File: src/rtl/pwm_medidor.sv
// PWM meter: synchronizes pwm_in, measures each rising-edge-to-rising-edge span, and
// divides its high time by its length to report an R-bit duty cycle, with stuck-input detection.
module pwm_medidor #(
  parameter int R  = 6,
  parameter int CW = 16
) (
  input  logic          clk,
  input  logic          rst_n,
  input  logic          pwm_in,
  output logic [R-1:0]  duty,
  output logic [CW-1:0] high_cnt,
  output logic [CW-1:0] period_cnt,
  output logic          valid,
  output logic          timeout,
  output logic          stuck_level,
  output logic          overrun
);

  localparam int            IW       = $clog2(R + 1);
  localparam logic [CW-1:0] CNT_MAX  = '1;
  localparam logic [R-1:0]  DUTY_MAX = '1;
  localparam logic [IW-1:0] ITERS    = IW'(R);

  typedef enum logic {IDLE, MEAS} state_e;

  state_e        state_q, state_d;
  logic          sync1_q, sync1_d;
  logic          sync2_q, sync2_d;
  logic          prev_q, prev_d;
  logic [CW-1:0] cnt_q, cnt_d;
  logic [CW-1:0] hi_q, hi_d;
  logic          frozen_q, frozen_d;
  logic          busy_q, busy_d;
  logic [IW-1:0] iter_q, iter_d;
  logic [CW-1:0] rem_q, rem_d;
  logic [CW-1:0] div_per_q, div_per_d;
  logic [CW-1:0] div_high_q, div_high_d;
  logic [R-1:0]  quo_q, quo_d;
  logic [R-1:0]  duty_q, duty_d;
  logic [CW-1:0] high_q, high_d;
  logic [CW-1:0] period_q, period_d;
  logic          valid_q, valid_d;
  logic          timeout_q, timeout_d;
  logic          stuck_q, stuck_d;
  logic          overrun_q, overrun_d;

  logic          rise;
  logic          tmo_hit;
  logic [CW-1:0] cnt_inc;
  logic [CW-1:0] hi_inc;
  logic [CW:0]   rem_shift;
  logic          q_bit;

  always_comb begin
    rise      = sync2_q & ~prev_q;
    cnt_inc   = (cnt_q == CNT_MAX) ? CNT_MAX : cnt_q + CW'(1);
    hi_inc    = (sync2_q && (hi_q != CNT_MAX)) ? hi_q + CW'(1) : hi_q;
    tmo_hit   = (cnt_q == CNT_MAX) && !frozen_q && !rise;
    // Remainder stays below the divisor, so one extra bit holds the shifted value.
    rem_shift = {rem_q, 1'b0};
    q_bit     = (rem_shift >= {1'b0, div_per_q});
  end

  always_comb begin
    // NOTE: every _d starts from its _q (or a pulse default) so no branch can infer a latch.
    sync1_d    = pwm_in;
    sync2_d    = sync1_q;
    prev_d     = sync2_q;
    state_d    = state_q;
    cnt_d      = cnt_q;
    hi_d       = hi_q;
    frozen_d   = frozen_q;
    busy_d     = busy_q;
    iter_d     = iter_q;
    rem_d      = rem_q;
    div_per_d  = div_per_q;
    div_high_d = div_high_q;
    quo_d      = quo_q;
    duty_d     = duty_q;
    high_d     = high_q;
    period_d   = period_q;
    timeout_d  = timeout_q;
    stuck_d    = stuck_q;
    valid_d    = 1'b0;
    overrun_d  = 1'b0;

    // Restoring divider: R shift/subtract steps, then one cycle to publish the result.
    if (busy_q) begin
      if (iter_q != '0) begin
        rem_d  = q_bit ? (rem_shift[CW-1:0] - div_per_q) : rem_shift[CW-1:0];
        quo_d  = R'({quo_q, q_bit});
        iter_d = iter_q - IW'(1);
      end else begin
        busy_d    = 1'b0;
        valid_d   = 1'b1;
        duty_d    = quo_q;
        high_d    = div_high_q;
        period_d  = div_per_q;
        timeout_d = 1'b0;
      end
    end

    case (state_q)
      IDLE: begin
        if (rise) begin
          state_d  = MEAS;
          cnt_d    = CW'(1);
          hi_d     = CW'(1);
          frozen_d = 1'b0;
        end else if (!frozen_q) begin
          cnt_d = cnt_inc;
        end
      end
      MEAS: begin
        if (rise) begin
          cnt_d = CW'(1);
          hi_d  = CW'(1);
          if (busy_q) begin
            overrun_d = 1'b1;
          end else begin
            busy_d     = 1'b1;
            iter_d     = ITERS;
            rem_d      = hi_q;
            quo_d      = '0;
            div_per_d  = cnt_q;
            div_high_d = hi_q;
          end
        end else begin
          cnt_d = cnt_inc;
          hi_d  = hi_inc;
        end
      end
      default: state_d = IDLE;
    endcase

    // A saturated since-edge counter means the input is stuck; report its level as the duty.
    if (tmo_hit) begin
      state_d   = IDLE;
      frozen_d  = 1'b1;
      timeout_d = 1'b1;
      stuck_d   = sync2_q;
      duty_d    = sync2_q ? DUTY_MAX : '0;
      high_d    = '0;
      period_d  = '0;
      valid_d   = 1'b1;
    end
  end

  // NOTE: non-blocking assignments so every flop samples the pre-edge value of the others.
  always_ff @(posedge clk or negedge rst_n) begin
    if (!rst_n) begin
      state_q    <= IDLE;
      sync1_q    <= 1'b0;
      sync2_q    <= 1'b0;
      prev_q     <= 1'b0;
      cnt_q      <= '0;
      hi_q       <= '0;
      frozen_q   <= 1'b0;
      busy_q     <= 1'b0;
      iter_q     <= '0;
      rem_q      <= '0;
      div_per_q  <= '0;
      div_high_q <= '0;
      quo_q      <= '0;
      duty_q     <= '0;
      high_q     <= '0;
      period_q   <= '0;
      valid_q    <= 1'b0;
      timeout_q  <= 1'b0;
      stuck_q    <= 1'b0;
      overrun_q  <= 1'b0;
    end else begin
      state_q    <= state_d;
      sync1_q    <= sync1_d;
      sync2_q    <= sync2_d;
      prev_q     <= prev_d;
      cnt_q      <= cnt_d;
      hi_q       <= hi_d;
      frozen_q   <= frozen_d;
      busy_q     <= busy_d;
      iter_q     <= iter_d;
      rem_q      <= rem_d;
      div_per_q  <= div_per_d;
      div_high_q <= div_high_d;
      quo_q      <= quo_d;
      duty_q     <= duty_d;
      high_q     <= high_d;
      period_q   <= period_d;
      valid_q    <= valid_d;
      timeout_q  <= timeout_d;
      stuck_q    <= stuck_d;
      overrun_q  <= overrun_d;
    end
  end

  assign duty        = duty_q;
  assign high_cnt    = high_q;
  assign period_cnt  = period_q;
  assign valid       = valid_q;
  assign timeout     = timeout_q;
  assign stuck_level = stuck_q;
  assign overrun     = overrun_q;

endmodule
File: config.mk
export PLATFORM = sky130hd
export DESIGN_NAME = pwm_medidor
export DESIGN_NICKNAME = d
export VERILOG_FILES = /design/src/rtl/pwm_medidor.sv
export SDC_FILE = /design/constraint.sdc
export NUM_CORES = 1
export LEC_CHECK = 0
export CAP_MARGIN = 40
export CORE_MARGIN = 2
export CORE_UTILIZATION = 46
export DETAILED_ROUTE_END_ITERATION = 16
export PLACE_DENSITY = 0.77
export SYNTH_ARGS = -nofsm -noshare
export SYNTH_HDL_FRONTEND = slang
export SYNTH_SLANG_ARGS = --single-unit
File: constraint.sdc
create_clock -name clk -period 2.4 [get_ports clk]
set_input_delay 0.36 -clock clk [delete_from_list [all_inputs] [get_ports clk]]
set_output_delay 0.36 -clock clk [all_outputs]
set_load 0.05 [all_outputs]
==> impl_metrics.py <==
metrics = {
    "global_route": {
        "grt-ovfl-total": 0,
        "grt_max_degree": 52,
        "grt_pass1_vias": 5417,
        "grt_pass1_wl_um": 27400,
        "antenna_found_initial": 0,
        "track_usage_pct": 21.9,
    },
    "layout": {
        "nets": 821,
        "fin_cells": 993,
        "mostFrequentLayoutCell": "dfrtp_1",
        "drive_gt1_share_pct": 13.3,
        "fin_area_um2": 8440,
        "area_delta_synth_final_pct": 25.4,
        "layout_common_cells": "dfrtp_1 (137), nand2_1 (112), nor2_1 (82), a21oi_1 (54), o21ai_0 (51)",
        "n_antenna_cell": 0,
    },
    "power": {
        "finalPower_w": 0.0105,
        "p_per_area_nw_per_um2": 1240,
        "p_leak_nw": 3.97,
        "peakVddDrop_v": 0.000777,
    },
    "synthesis": {
        "synth_area_leaders": "dfrtp_1 (51%), nand2_1 (6.2%), mux2i_1 (4.8%)",
        "synthesis.nets": 744,
        "yosys_warnings": 0,
        "async_reset_ff_share_pct": 100,
        "syn_inst": 720,
        "synthesis.area_um2": 6730,
        "yosys.area.top_type": "dfrtp_1",
        "syn_area_per_cell_um2": 9.35,
        "synth_top_area_share_pct": 50.9,
        "synthFlopType": "dfrtp_1",
        "synth-edff-count": 0,
        "seq_area_frac_synth_pct": 50.9,
        "synthDistinctLibCells": 59,
        "synth_seq_cells": 137,
    },
    "die": {
        "die_w_um": 125,
        "start_util_pct": 46.7,
        "die-area_um2": 15600,
        "num_rows": 44,
        "die_h_um": 125,
        "core_um2": 14400,
        "ioPinCount": 45,
    },
    "timing": {
        "setup_viol": 0,
        "worstMarginPinSlew_ps": 871,
        "finalCriticalPeriod_ps": 2310,
        "max_freq_ghz": 0.433,
        "hold_ws_ps": 350,
        "drv_slew": 0,
        "relSlewSlack_pct": 41.9,
        "setup_tns_ps": 0,
        "hold_violations": 0,
        "fin_skew_ps": 6.91,
        "timing.final.crit_share_pct": 96.2,
    },
    "clocking": {
        "cts_max_path_buffers": 2,
        "clkTransAtPathRegs_ps": 60,
        "insertion_delay_ps": 430,
        "numCtsBuffers": 17,
        "clkSinkCount": 137,
        "tritoncts": "built",
        "cts_htree_levels": 4,
        "cts_root_buffer": "clkbuf_16",
    },
    "drt": {
        "drc": 0,
        "vias": 5528,
        "drt_iter0_markers": 414,
        "met1Wirelength_um": 7320,
        "highest-signal-layer": "met4",
        "routed_wirelength_um": 16300,
        "routed_via_density": 5.57,
        "wl_met3_um": 803,
        "wl_per_cell_um": 16.4,
        "wl_met2_um": 7870,
        "dr.pass1.iters": 5,
        "ant_nets": 0,
    },
    "critical_path": {
        "r2r_slack_ps": 90,
        "crit_type": "reg2reg",
        "cp.arrival_ps": 2620,
        "cp_max_fo": 4,
        "cp_data_required_time_ps": 2720,
        "worstSetupEndpointType": "flip-flop",
        "critPathLaunchType": "flip-flop",
    },
    "placed_design": {
        "gp_congestion": 0.903,
        "place.detailed.hpwl_um": 11000,
        "portBuffers": 44,
        "placedCellCount": 960,
        "dpl_cell_area_um2": 7650,
    },
    "job": {
        "drv_cap": 0,
    },
    "worst_hold_path": {
        "hp-class": "reg2reg",
    },
    "status": {
        "outcome": "completed",
    },
}
area by class of cell:
class / count / area, um^2
clock buffer: 20 / 447
clock inverter: 11 / 196
fill: 1185 / 5980
inverter: 24 / 90.1
multi-input combinational: 524 / 3200
sequential: 137 / 3430
tap: 184 / 230
timing repair buffer: 93 / 853
path summary, 6_finish.rpt:
kind	from	endpoint	depth (start not counted)
worst min-delay path	sync1_q$_DFF_PN0_	prev_d$_DFF_PN0_	0
worst min register to register	sync1_q$_DFF_PN0_	prev_d$_DFF_PN0_	0
worst max-delay path	rem_q[11]$_DFF_PN0_	rem_q[14]$_DFF_PN0_	8
min in group asynchronous	rst_n	div_per_q[13]$_DFFE_PN0P_	2
worst max register to register	rem_q[11]$_DFF_PN0_	rem_q[14]$_DFF_PN0_	8
max in group asynchronous	rst_n	rem_q[2]$_DFF_PN0_	3
state kept, by name, indices dropped and copies added (netlist names), 3 cells and up:
| name | count |
|---|---|
| duty | 6 |
| period_cnt | 16 |
| iter_q | 3 |
| hi_q | 16 |
| high_cnt | 16 |
| div_high_q | 16 |
| quo_q | 6 |
| rem_q | 16 |
| cnt_q | 16 |
| div_per_q | 16 |
power breakdown:
part | switching, W | internal [W] | total (W) | leakage (nW)
sequential | 0.000396 | 0.00276 | 0.00316 | 1.82
clock | 0.00101 | 0.00187 | 0.00287 | 0.306
combinational | 0.00243 | 0.00199 | 0.00443 | 1.84
through the flow:
step	setup slack, ps	util (%)
after detailed placement	-67.3	53.1
after global placement	-12.4	53.1
final	91.4	58.5
after floorplan	20.5	-
after CTS	0.542	57.8
after global routing	-5.89	58.5
cell usage after synthesis, types with 5 or more instances:
cell and count:
buf_2 7, nor2_1 84, nand2_1 112, xnor2_1 14, dfrtp_1 137, inv_1 24, a21oi_1 55, and3_1 8
nor3_1 10, nand4_1 8, mux2i_1 32, or3_1 16, o21a_1 5, o21ai_0 54, a221oi_1 5, xor2_1 11
and2_1 5, clkbuf_1 22, ha_1 20, nand3_1 19, a31oi_1 8
worst max-delay path, stage by stage, from the launching register on:
cell and delay (ps):
dfrtp_1 460, ha_4 320, and3_1 180, nand2_1 110, or3b_2 490, o21ai_1 150
a21oi_1 100, xnor2_1 140, a211o_1 250
metal layers:
layer | up-vias | GRT usage [%]
met1 | 2696 | 29.9
met5 | - | 0
li1 | 2655 | -
met3 | 28 | 4.79
met2 | 149 | 34.3
met4 | 0 | 8.63
logic make-up after synthesis:
kind of cell / Yosys count / synth area share, %
simple gates: 286 / 19.3
mux: 33 / 4.92
fa+ha+maj: 21 / 4.01
xor+xnor: 25 / 3.25
flops: 137 / 50.9
compound gates: 159 / 13.9
buf+inv: 59 / 3.66
repair_timing:
action                     CTS  global route
buffers inserted             0             1
setup endpoints to repair    3            16
hold endpoints to repair    45             0
gates resized for setup      4            19
pin swaps                    1             3
hold buffers                 1             0
Note: power is estimated with default switching activity, not from simulation.
